**src/rtl/tl_a_channel_arbiter_if.sv**
```systemverilog
// A/D channel bundle between N_REQ TileLink-UL requesters and one shared port.
// The arbiter uses the slave modport; whoever drives the requesters and the downstream port uses master.
interface tl_a_channel_arbiter_if #(
  parameter int N_REQ  = 2,
  parameter int ADDR_W = 31,
  parameter int DATA_W = 32,
  parameter int SRC_W  = 4
);
  localparam int SW = SRC_W + $clog2(N_REQ);

  logic [N_REQ-1:0]             in_a_valid;
  logic [N_REQ-1:0]             in_a_ready;
  logic [N_REQ-1:0][2:0]        in_a_opcode;
  logic [N_REQ-1:0][2:0]        in_a_size;
  logic [N_REQ-1:0][SRC_W-1:0]  in_a_source;
  logic [N_REQ-1:0][ADDR_W-1:0] in_a_address;
  logic [N_REQ-1:0][DATA_W-1:0] in_a_data;

  logic              out_a_valid;
  logic              out_a_ready;
  logic [2:0]        out_a_opcode;
  logic [2:0]        out_a_size;
  logic [SW-1:0]     out_a_source;
  logic [ADDR_W-1:0] out_a_address;
  logic [DATA_W-1:0] out_a_data;

  logic              in_d_valid;
  logic              in_d_ready;
  logic [SW-1:0]     in_d_source;
  logic              in_d_last;
  logic [N_REQ-1:0]  out_d_valid;
  logic [N_REQ-1:0]  out_d_ready;

  modport slave (
    input  in_a_valid, in_a_opcode, in_a_size, in_a_source, in_a_address, in_a_data,
    input  out_a_ready, in_d_valid, in_d_source, in_d_last, out_d_ready,
    output in_a_ready, out_a_valid, out_a_opcode, out_a_size, out_a_source,
    output out_a_address, out_a_data, in_d_ready, out_d_valid
  );

  modport master (
    output in_a_valid, in_a_opcode, in_a_size, in_a_source, in_a_address, in_a_data,
    output out_a_ready, in_d_valid, in_d_source, in_d_last, out_d_ready,
    input  in_a_ready, out_a_valid, out_a_opcode, out_a_size, out_a_source,
    input  out_a_address, out_a_data, in_d_ready, out_d_valid
  );
endinterface

```
**src/rtl/tl_a_channel_arbiter.sv**
```systemverilog
// Round-robin TL-UL A-channel arbiter with multi-beat Put locking, per-requester
// in-flight limits, and D-channel routing by the top source bits.
module tl_a_channel_arbiter #(
  parameter int N_REQ        = 2,
  parameter int ADDR_W       = 31,
  parameter int DATA_W       = 32,
  parameter int SRC_W        = 4,
  parameter int MAX_INFLIGHT = 4
) (
  input  logic clock,
  input  logic reset,
  tl_a_channel_arbiter_if.slave bus
);
  localparam int IW     = $clog2(N_REQ);
  localparam int SW     = SRC_W + IW;
  localparam int LOG_BB = $clog2(DATA_W / 8);
  localparam int CW     = 4;
  localparam int BW     = 8;

  typedef enum logic {IDLE, LOCKED} state_t;

  state_t               state, state_nx;
  logic [IW-1:0]        ptr, ptr_nx, lock_idx, lock_idx_nx, grant, cand;
  logic [BW-1:0]        beats_left, beats_left_nx, beats;
  logic [N_REQ-1:0][CW-1:0] cnt;
  logic [N_REQ-1:0]     eligible, inc, dec, a_rdy, d_vld;
  logic                 found, a_valid, a_fire, d_fire;
  logic [2:0]           g_opc, g_size;
  logic [IW-1:0]        d_idx;

  for (genvar i = 0; i < N_REQ; i++) begin : g_elig
    assign eligible[i] = bus.in_a_valid[i] & (cnt[i] != CW'(MAX_INFLIGHT));
  end

  // While locked the burst owner keeps the port regardless of its in-flight count.
  always_comb begin
    grant = ptr;
    found = 1'b0;
    cand  = '0;
    for (int k = 0; k < N_REQ; k++) begin
      cand = ptr + IW'(k);
      if (!found && eligible[cand]) begin
        grant = cand;
        found = 1'b1;
      end
    end
    if (state == LOCKED) grant = lock_idx;
  end

  assign a_valid = !reset && ((state == LOCKED) ? bus.in_a_valid[grant] : eligible[grant]);
  assign a_fire  = a_valid & bus.out_a_ready;

  assign g_opc  = bus.in_a_opcode[grant];
  assign g_size = bus.in_a_size[grant];
  assign beats  = ((g_opc == 3'd0 || g_opc == 3'd1) && g_size > 3'(LOG_BB))
                  ? (BW'(1) << (g_size - 3'(LOG_BB))) : BW'(1);

  always_comb begin
    a_rdy        = '0;
    a_rdy[grant] = a_fire;
  end

  assign bus.in_a_ready    = a_rdy;
  assign bus.out_a_valid   = a_valid;
  assign bus.out_a_opcode  = g_opc;
  assign bus.out_a_size    = g_size;
  assign bus.out_a_source  = {grant, bus.in_a_source[grant]};
  assign bus.out_a_address = bus.in_a_address[grant];
  assign bus.out_a_data    = bus.in_a_data[grant];

  always_ff @(posedge clock) begin
    if (reset) begin
      state      <= IDLE;
      ptr        <= '0;
      lock_idx   <= '0;
      beats_left <= '0;
    end else begin
      state      <= state_nx;
      ptr        <= ptr_nx;
      lock_idx   <= lock_idx_nx;
      beats_left <= beats_left_nx;
    end
  end

  always_comb begin
    state_nx      = state;
    ptr_nx        = ptr;
    lock_idx_nx   = lock_idx;
    beats_left_nx = beats_left;
    case (state)
      IDLE: if (a_fire) begin
        if (beats > BW'(1)) begin
          state_nx      = LOCKED;
          lock_idx_nx   = grant;
          beats_left_nx = beats - BW'(1);
        end else begin
          ptr_nx = grant + IW'(1);
        end
      end
      LOCKED: if (a_fire) begin
        beats_left_nx = beats_left - BW'(1);
        if (beats_left == BW'(1)) begin
          state_nx = IDLE;
          ptr_nx   = grant + IW'(1);
        end
      end
      default: state_nx = IDLE;
    endcase
  end

  assign d_idx = bus.in_d_source[SW-1 -: IW];
  assign bus.in_d_ready = bus.out_d_ready[d_idx];
  assign d_fire = bus.in_d_valid & bus.in_d_ready & bus.in_d_last;

  always_comb begin
    d_vld        = '0;
    d_vld[d_idx] = bus.in_d_valid;
  end
  assign bus.out_d_valid = d_vld;

  // Only the first beat of a request counts as a new outstanding transaction.
  for (genvar i = 0; i < N_REQ; i++) begin : g_cnt
    assign inc[i] = a_fire & (state == IDLE) & (grant == IW'(i));
    assign dec[i] = d_fire & (d_idx == IW'(i));
    always_ff @(posedge clock) begin
      if (reset)                                cnt[i] <= '0;
      else if (inc[i] && !dec[i])               cnt[i] <= cnt[i] + CW'(1);
      else if (dec[i] && !inc[i] && cnt[i] != 0) cnt[i] <= cnt[i] - CW'(1);
    end
  end
endmodule

```
**src/flat_wrapper.sv**
```systemverilog
// flat-port wrapper written by rule: the top's interface ports become plain ports
module tl_a_channel_arbiter_flat 
#(
  parameter int N_REQ        = 2,
  parameter int ADDR_W       = 31,
  parameter int DATA_W       = 32,
  parameter int SRC_W        = 4,
  parameter int MAX_INFLIGHT = 4
)
  (clock, reset, bus_in_a_valid, bus_in_a_opcode, bus_in_a_size, bus_in_a_source, bus_in_a_address, bus_in_a_data, bus_out_a_ready, bus_in_d_valid, bus_in_d_source, bus_in_d_last, bus_out_d_ready, bus_in_a_ready, bus_out_a_valid, bus_out_a_opcode, bus_out_a_size, bus_out_a_source, bus_out_a_address, bus_out_a_data, bus_in_d_ready, bus_out_d_valid);
  tl_a_channel_arbiter_if #(.N_REQ(N_REQ), .ADDR_W(ADDR_W), .DATA_W(DATA_W), .SRC_W(SRC_W)) bus_i ();
  input  logic clock;
  input  logic reset;
  input wire logic [$bits(bus_i.in_a_valid)-1:0] bus_in_a_valid;
  input wire logic [$bits(bus_i.in_a_opcode)-1:0] bus_in_a_opcode;
  input wire logic [$bits(bus_i.in_a_size)-1:0] bus_in_a_size;
  input wire logic [$bits(bus_i.in_a_source)-1:0] bus_in_a_source;
  input wire logic [$bits(bus_i.in_a_address)-1:0] bus_in_a_address;
  input wire logic [$bits(bus_i.in_a_data)-1:0] bus_in_a_data;
  input wire logic [$bits(bus_i.out_a_ready)-1:0] bus_out_a_ready;
  input wire logic [$bits(bus_i.in_d_valid)-1:0] bus_in_d_valid;
  input wire logic [$bits(bus_i.in_d_source)-1:0] bus_in_d_source;
  input wire logic [$bits(bus_i.in_d_last)-1:0] bus_in_d_last;
  input wire logic [$bits(bus_i.out_d_ready)-1:0] bus_out_d_ready;
  output wire logic [$bits(bus_i.in_a_ready)-1:0] bus_in_a_ready;
  output wire logic [$bits(bus_i.out_a_valid)-1:0] bus_out_a_valid;
  output wire logic [$bits(bus_i.out_a_opcode)-1:0] bus_out_a_opcode;
  output wire logic [$bits(bus_i.out_a_size)-1:0] bus_out_a_size;
  output wire logic [$bits(bus_i.out_a_source)-1:0] bus_out_a_source;
  output wire logic [$bits(bus_i.out_a_address)-1:0] bus_out_a_address;
  output wire logic [$bits(bus_i.out_a_data)-1:0] bus_out_a_data;
  output wire logic [$bits(bus_i.in_d_ready)-1:0] bus_in_d_ready;
  output wire logic [$bits(bus_i.out_d_valid)-1:0] bus_out_d_valid;
  assign bus_i.in_a_valid = bus_in_a_valid;
  assign bus_i.in_a_opcode = bus_in_a_opcode;
  assign bus_i.in_a_size = bus_in_a_size;
  assign bus_i.in_a_source = bus_in_a_source;
  assign bus_i.in_a_address = bus_in_a_address;
  assign bus_i.in_a_data = bus_in_a_data;
  assign bus_i.out_a_ready = bus_out_a_ready;
  assign bus_i.in_d_valid = bus_in_d_valid;
  assign bus_i.in_d_source = bus_in_d_source;
  assign bus_i.in_d_last = bus_in_d_last;
  assign bus_i.out_d_ready = bus_out_d_ready;
  assign bus_in_a_ready = bus_i.in_a_ready;
  assign bus_out_a_valid = bus_i.out_a_valid;
  assign bus_out_a_opcode = bus_i.out_a_opcode;
  assign bus_out_a_size = bus_i.out_a_size;
  assign bus_out_a_source = bus_i.out_a_source;
  assign bus_out_a_address = bus_i.out_a_address;
  assign bus_out_a_data = bus_i.out_a_data;
  assign bus_in_d_ready = bus_i.in_d_ready;
  assign bus_out_d_valid = bus_i.out_d_valid;
  tl_a_channel_arbiter #(.N_REQ(N_REQ), .ADDR_W(ADDR_W), .DATA_W(DATA_W), .SRC_W(SRC_W), .MAX_INFLIGHT(MAX_INFLIGHT)) u_core (.clock(clock), .reset(reset), .bus(bus_i));
endmodule
```
**config.mk**
```make
export PLATFORM = sky130hd
export DESIGN_NAME = tl_a_channel_arbiter_flat
export DESIGN_NICKNAME = d
export VERILOG_FILES = /design/src/rtl/tl_a_channel_arbiter_if.sv /design/src/rtl/tl_a_channel_arbiter.sv /design/src/flat_wrapper.sv
export SDC_FILE = /design/constraint.sdc
export NUM_CORES = 1
export LEC_CHECK = 0
export CORE_AREA = 3 3 92 94
export CTS_CLUSTER_DIAMETER = 200
export DETAILED_ROUTE_END_ITERATION = 8
export DIE_AREA = 0 0 95 97
export DONT_BUFFER_PORTS = 1
export PLACE_DENSITY = 0.46
export SLEW_MARGIN = 5
export SYNTH_ARGS = -nofsm -noshare
export SYNTH_HDL_FRONTEND = slang
export SYNTH_SLANG_ARGS = --single-unit
```
**constraint.sdc**
```tcl
create_clock -name clock -period 4.1 [get_ports clock]
set_clock_uncertainty 0.05 [all_clocks]
set_input_delay 0.82 -clock clock [delete_from_list [all_inputs] [get_ports clock]]
set_output_delay 0.82 -clock clock [all_outputs]
set_load 0.01 [all_outputs]
```
Word-level counts from Yosys, hierarchy flattened
Index checks and enable logic that the tools add are counted.
{"block": "op_classes", "add_sub_neg": 9, "n_eq_ne": 9, "reduce_logical": 26, "bitwise": 15, "magnitude_cmp": 8, "n_mux": 47, "shifts": 1}
{"operator": "$mux 32", "count": 2}
{"operator": "$mux 31", "count": 2}
{"operator": "$mux 8", "count": 4}
{"operator": "$mux 1", "count": 24}
{"operator": "$mux 4", "count": 6}
{"operator": "$pmux 8 s2", "count": 1}
{"operator": "$sub 8x1->8 const B", "count": 2}
{"operator": "$mux 3", "count": 4}
{"operator": "$logic_and 1x1->1", "count": 11}
{"operator": "$and 1x1->1", "count": 10}
{"operator": "$add 4x1->4 const B", "count": 2}
{"operator": "$eq 8x1->1 const B", "count": 1}
{"operator": "$gt 8x1->1 const B", "count": 1}
{"operator": "$lt 1x2->1 const B", "count": 4}
{"operator": "$ne 4x3->1 const B", "count": 2}
{"operator": "$reduce_bool 4->1", "count": 2}
{"operator": "$shl 1x3->8 const A", "count": 1}
{"operator": "$sub 4x1->4 const B", "count": 2}
{"operator": "$logic_not 1->1", "count": 6}
{"operator": "$ne 2x2->1 const B", "count": 3}
{"operator": "$reduce_and 3->1", "count": 2}
{"operator": "$and 2x2->2", "count": 2}
{"operator": "$ne 2x1->1 const B", "count": 2}
{"operator": "$pmux 1 s2", "count": 2}
{"operator": "other kinds (11)", "count": 17}
{"block": "totals", "in_bits": 160, "out_inout_bits": 80, "register_bits": 19}

Depth between registers and ports, before layout
{"block": "logic_depth", "word_depth": 21, "depth_mapped": 16, "depth_no_buf": 14}

Least setup slack after synthesis
OpenSTA, ideal clock, no wires.
{"block": "synth_timing", "path_type": "register to register", "start": "register u_core.cnt[0] (netlist bit)", "end": "register u_core.beats_left[0]", "n_path_buf": 2, "stages_incl_launch_ff": 14, "arrival_time_ns": 2.980, "path_slack_ns": 0.950, "required_ns": 3.930, "setup_ns": 0.120, "path_cell_list": "dfxtp_1 -> or4b_4 -> a32oi_2 -> nand3_2 -> buf_6 -> inv_2 -> buf_2 -> nand2_1 -> a21o_1 -> ha_1 -> nor2_1 -> a2111o_1 -> a21oi_1 -> o31a_1"}
{"block": "synth_between", "elab_chain_len": 19, "word_cells_on_any_way": 39, "classes_between": "2 x add/sub; 2 x order compare; 5 x eq/ne; 1 x shift; 20 x mux; 2 x bitwise; 7 x reduce/logical"}
{"element": "start, declared", "line_no": "tl_a_channel_arbiter.sv:25", "text": "logic [N_REQ-1:0][CW-1:0] cnt;"}
{"element": "start signal, assigned by index", "line_no": "tl_a_channel_arbiter.sv:127", "text": "else if (inc[i] && !dec[i]) cnt[i] <= cnt[i] + CW'(1);"}
{"element": "$ne 4x3->1 (*)", "line_no": "tl_a_channel_arbiter.sv:32", "text": "assign eligible[i] = bus.in_a_valid[i] & (cnt[i] != CW'(MAX_INFLIGHT));"}
{"element": "$and 1x1->1 (*)", "line_no": "tl_a_channel_arbiter.sv:32"}
{"element": "branches (longest 17 deep; another with $sub 3x2->3)"}
{"element": "end signal, assigned", "line_no": "tl_a_channel_arbiter.sv:81", "text": "beats_left <= beats_left_nx;"}
{"element": "end, declared", "line_no": "tl_a_channel_arbiter.sv:24", "text": "logic [BW-1:0] beats_left, beats_left_nx, beats;"}
Every way passes the cells marked *. The select of a mux whose other input is x is not followed.
A chain may end at the register's enable or synchronous reset.

Final worst setup path
Same ends and word-level chain as after synthesis.

==> metrics <==
die area=9215 µm²; largest cells by area after synthesis=sky130_fd_sc_hd__nand2_1 (35%), sky130_fd_sc_hd__dfxtp_1 (16%), sky130_fd_sc_hd__ha_1 (4.1%), sky130_fd_sc_hd__nor2_1 (3.2%), sky130_fd_sc_hd__mux2i_1 (2.9%); post-DR wirelength/cell=18.50 µm; Fin Setup TNS=0 ns; final non-filler cell total=519; number of buffers added for setup after CTS=0; number of top-level pins=240; synthesized-area fraction occupied by xor and xnor cells=2.145%; # Max-Cap Violations=0; number of H-tree levels=1; register clock-pin slew on the reported worst setup and hold paths=0.07 ns; buffers plus inverters on the worst setup path=2; adder and majority gate portion of the synthesized area=5.720%; number of global-route vias before repair=2506; clock sink count=19; core area=7727 µm²; cell-by-cell listing of the critical path=or4b_4 -> a32oi_2 -> nand3_2 -> inv_2 -> buf_4 -> nand2_1 -> nand2_1 -> a21o_1 -> ha_1 -> nor2_1 -> a2111o_1 -> and4_1 -> o31a_1; required time of the critical path=4.20 ns; Remaining DRCs=0; HPWL Detailed=8111 µm; Seq. cell area=380.4 µm²; total wire length after detailed routing=9603 µm; post-layout power=0.0008631 W; post-synthesis instance area=2450 µm²; type of the most critical hold path=reg2reg; multiplexer share of the synthesized area=3.779%; total number of vias=2801; maximum number of pins on one net before global-route repair=58; worst-skew pair later-pin latency=0.26 ns; synthesis-stage register bit count=19; type of destination of the critical path=flop; Max clock buf depth=2; static leakage=1.277 nW; maximum single-stage delay on the critical path=0.59 ns; Max VDD drop=0.1318 mV; cts bufs inserted=3; count of flip-flops with a built-in enable after synthesis=0; detailed-routing iteration count for the pre-antenna-repair pass=4; final-layout fill cell count=875; cell count after placement=515; post-detailed-route via-to-cell ratio=5.397; most used cell, CP=sky130_fd_sc_hd__nand2_1; ratio of cells with drive above 1 in the final layout=5.516%; R2R Setup Slk=0.60 ns; floorplan die width=95 µm; number of warnings reported in the yosys synthesis log=0; highest fanout seen on the critical path=24; ANT nets after route=0; WP data arrival=3.60 ns; Top delay family on crit path=simple AND/OR/NAND/NOR gates; Yosys top cell area share=35.39%; combinational family with the most area after synthesis=simple AND/OR/NAND/NOR gates; Peak Freq=0.2856 GHz; CTS tree=built; leading post-synthesis cells by instance count=sky130_fd_sc_hd__nand2_1 (231), sky130_fd_sc_hd__nor2_1 (21), sky130_fd_sc_hd__dfxtp_1 (19), sky130_fd_sc_hd__clkbuf_1 (13), sky130_fd_sc_hd__o21ai_0 (10); wire length of the first global-routing pass=13670 µm; Site Rows=32; vertical die dimension=97 µm; type of element launching the critical path=flop; transition time of the tightest slew-check pin=0.6178 ns; CTS Root Buffer Type=sky130_fd_sc_hd__clkbuf_8; starting density of the core=31.70%; Post-Syn Nets=597; multi-input logic area=1937 µm²; final number of hold-violating endpoints=0; clock period minus final worst setup slack=3.501 ns; count of final setup violators=0; Critical-path top delay cell=sky130_fd_sc_hd__or4b_4; period utilisation layout=85.39%; layout net count=588; antenna diode instance count=0; fraction of the mapped netlist area in compound gates=16.09%; count leader, synth=sky130_fd_sc_hd__nand2_1; number of input and output port buffers inserted=0; gr ovfl total=0; simple-gate area share of the yosys netlist=51.33%; Syn Inst Count=427; most used flip-flop cell after synthesis=sky130_fd_sc_hd__dfxtp_1; biggest area consumer among synthesized cells=sky130_fd_sc_hd__nand2_1; post-synth cell types=54; Power per Cell Area=333.1 nW/µm²; post-synthesis sequential area ratio=15.53%; Tot GR Track Use=19.10%; async set-or-reset flop fraction in the synthesized netlist=0%; initial DRC count=173; number of antenna violations at the first check in global routing=2; relative max-transition margin=58.76%; unrepaired setup endpoints after global routing=false; max-slew violations=0; Final GP Congestion=0.8276; number of instances resized during post-cts repair=0; hold buffers post-CTS=0; mean area per synthesized cell=5.737 µm²; WS Path Type=reg2reg; post-synthesis to final-layout area growth=5.771%; outcome=completed
cell families after synthesis:
logic type | Yosys count
xor gates and xnor gates | 6
DFF | 19
AOI/OAI and AO/OA | 53
and+or+nand+nor | 298
buffers and inverters | 32
adders and majority gates | 10
muxes | 9
worst paths after layout:
kind / startpoint / end / depth (start not counted)
setup / recovery: u_core.cnt[0] / u_core.beats_left[0] / 13
hold / removal: u_core.beats_left[7] / u_core.beats_left[7] / 2
setup reg to reg: u_core.cnt[0] / u_core.beats_left[0] / 13
hold reg to reg: u_core.beats_left[7] / u_core.beats_left[7] / 2
worst register-to-register path: stages (launching register included):
cell and delay, ns:
sky130_fd_sc_hd__dfxtp_1 0.37, sky130_fd_sc_hd__or4b_4 0.59, sky130_fd_sc_hd__a32oi_2 0.25, sky130_fd_sc_hd__nand3_2 0.16, sky130_fd_sc_hd__inv_2 0.11, sky130_fd_sc_hd__buf_4 0.25
sky130_fd_sc_hd__nand2_1 0.08, sky130_fd_sc_hd__nand2_1 0.09, sky130_fd_sc_hd__a21o_1 0.15, sky130_fd_sc_hd__ha_1 0.19, sky130_fd_sc_hd__nor2_1 0.11, sky130_fd_sc_hd__a2111o_1 0.53
sky130_fd_sc_hd__and4_1 0.25, sky130_fd_sc_hd__o31a_1 0.23
layout by cell type, fill, tap and decap left out, drive strengths merged, types with 4 or more instances in the layout:
master  count
nand4       4
nor4        4
and2        6
nand3       6
nand2     231
dfxtp      19
clkbuf      4
nor2       21
xnor2       6
mux2i       7
a211oi      6
a21o        4
buf         9
inv         8
o21ai      11
a21oi       8
ha          8
routing by layer:
| layer | wire (µm) | global-route usage, % | vias up |
|---|---|---|---|
| met5 | 21 | 0 | - |
| met2 | 4619 | 32.27 | 115 |
| met4 | 54 | 2.220 | 4 |
| met1 | 4052 | 24.80 | 1279 |
| met3 | 855 | 5.210 | 10 |
| li1 | - | - | 1393 |
cell type report:
| cell class | count | area share [%] |
|---|---|---|
| inverters | 9 | 1.304 |
| clock buffers | 4 | 1.738 |
| repair buffers | 9 | 2.607 |
| flip-flops and latches | 19 | 14.68 |
| multi-input cells | 376 | 74.75 |
| well taps | 102 | 4.925 |
power breakdown:
part	switching (W)	internal (W)	leakage, nW
Clock	0.0000652	0.0000692	0.0228
Sequential	0.0000165	0.000197	0.154
Combinational	0.000369	0.000146	1.10
stage by stage:
| stage | util (%) | setup WS (ns) | cell area [µm²] | hold slack [ns] |
|---|---|---|---|---|
| final | 33.53 | 0.5989 | 2591 | 0.4488 |
| after global routing | 33.53 | 0.3938 | 2591 | 0.4940 |
| after CTS | 33.53 | 0.5865 | 2591 | 0.4480 |
| after detailed placement | 32.95 | 0.5905 | 2546 | 0.4357 |
| after global placement | 32.95 | 0.6364 | 2546 | 0.4323 |
| after floorplan | - | 0.9501 | 2450 | 0.4085 |
state kept, by name, indices dropped and copies added, names as in the netlist:
| signal | count |
|---|---|
| u_core.beats_left | 8 |
| u_core.cnt | 8 |
| u_core.lock_idx | 1 |
| u_core.ptr | 1 |
| u_core.state | 1 |
Note: power is estimated with default switching activity, not from simulation.
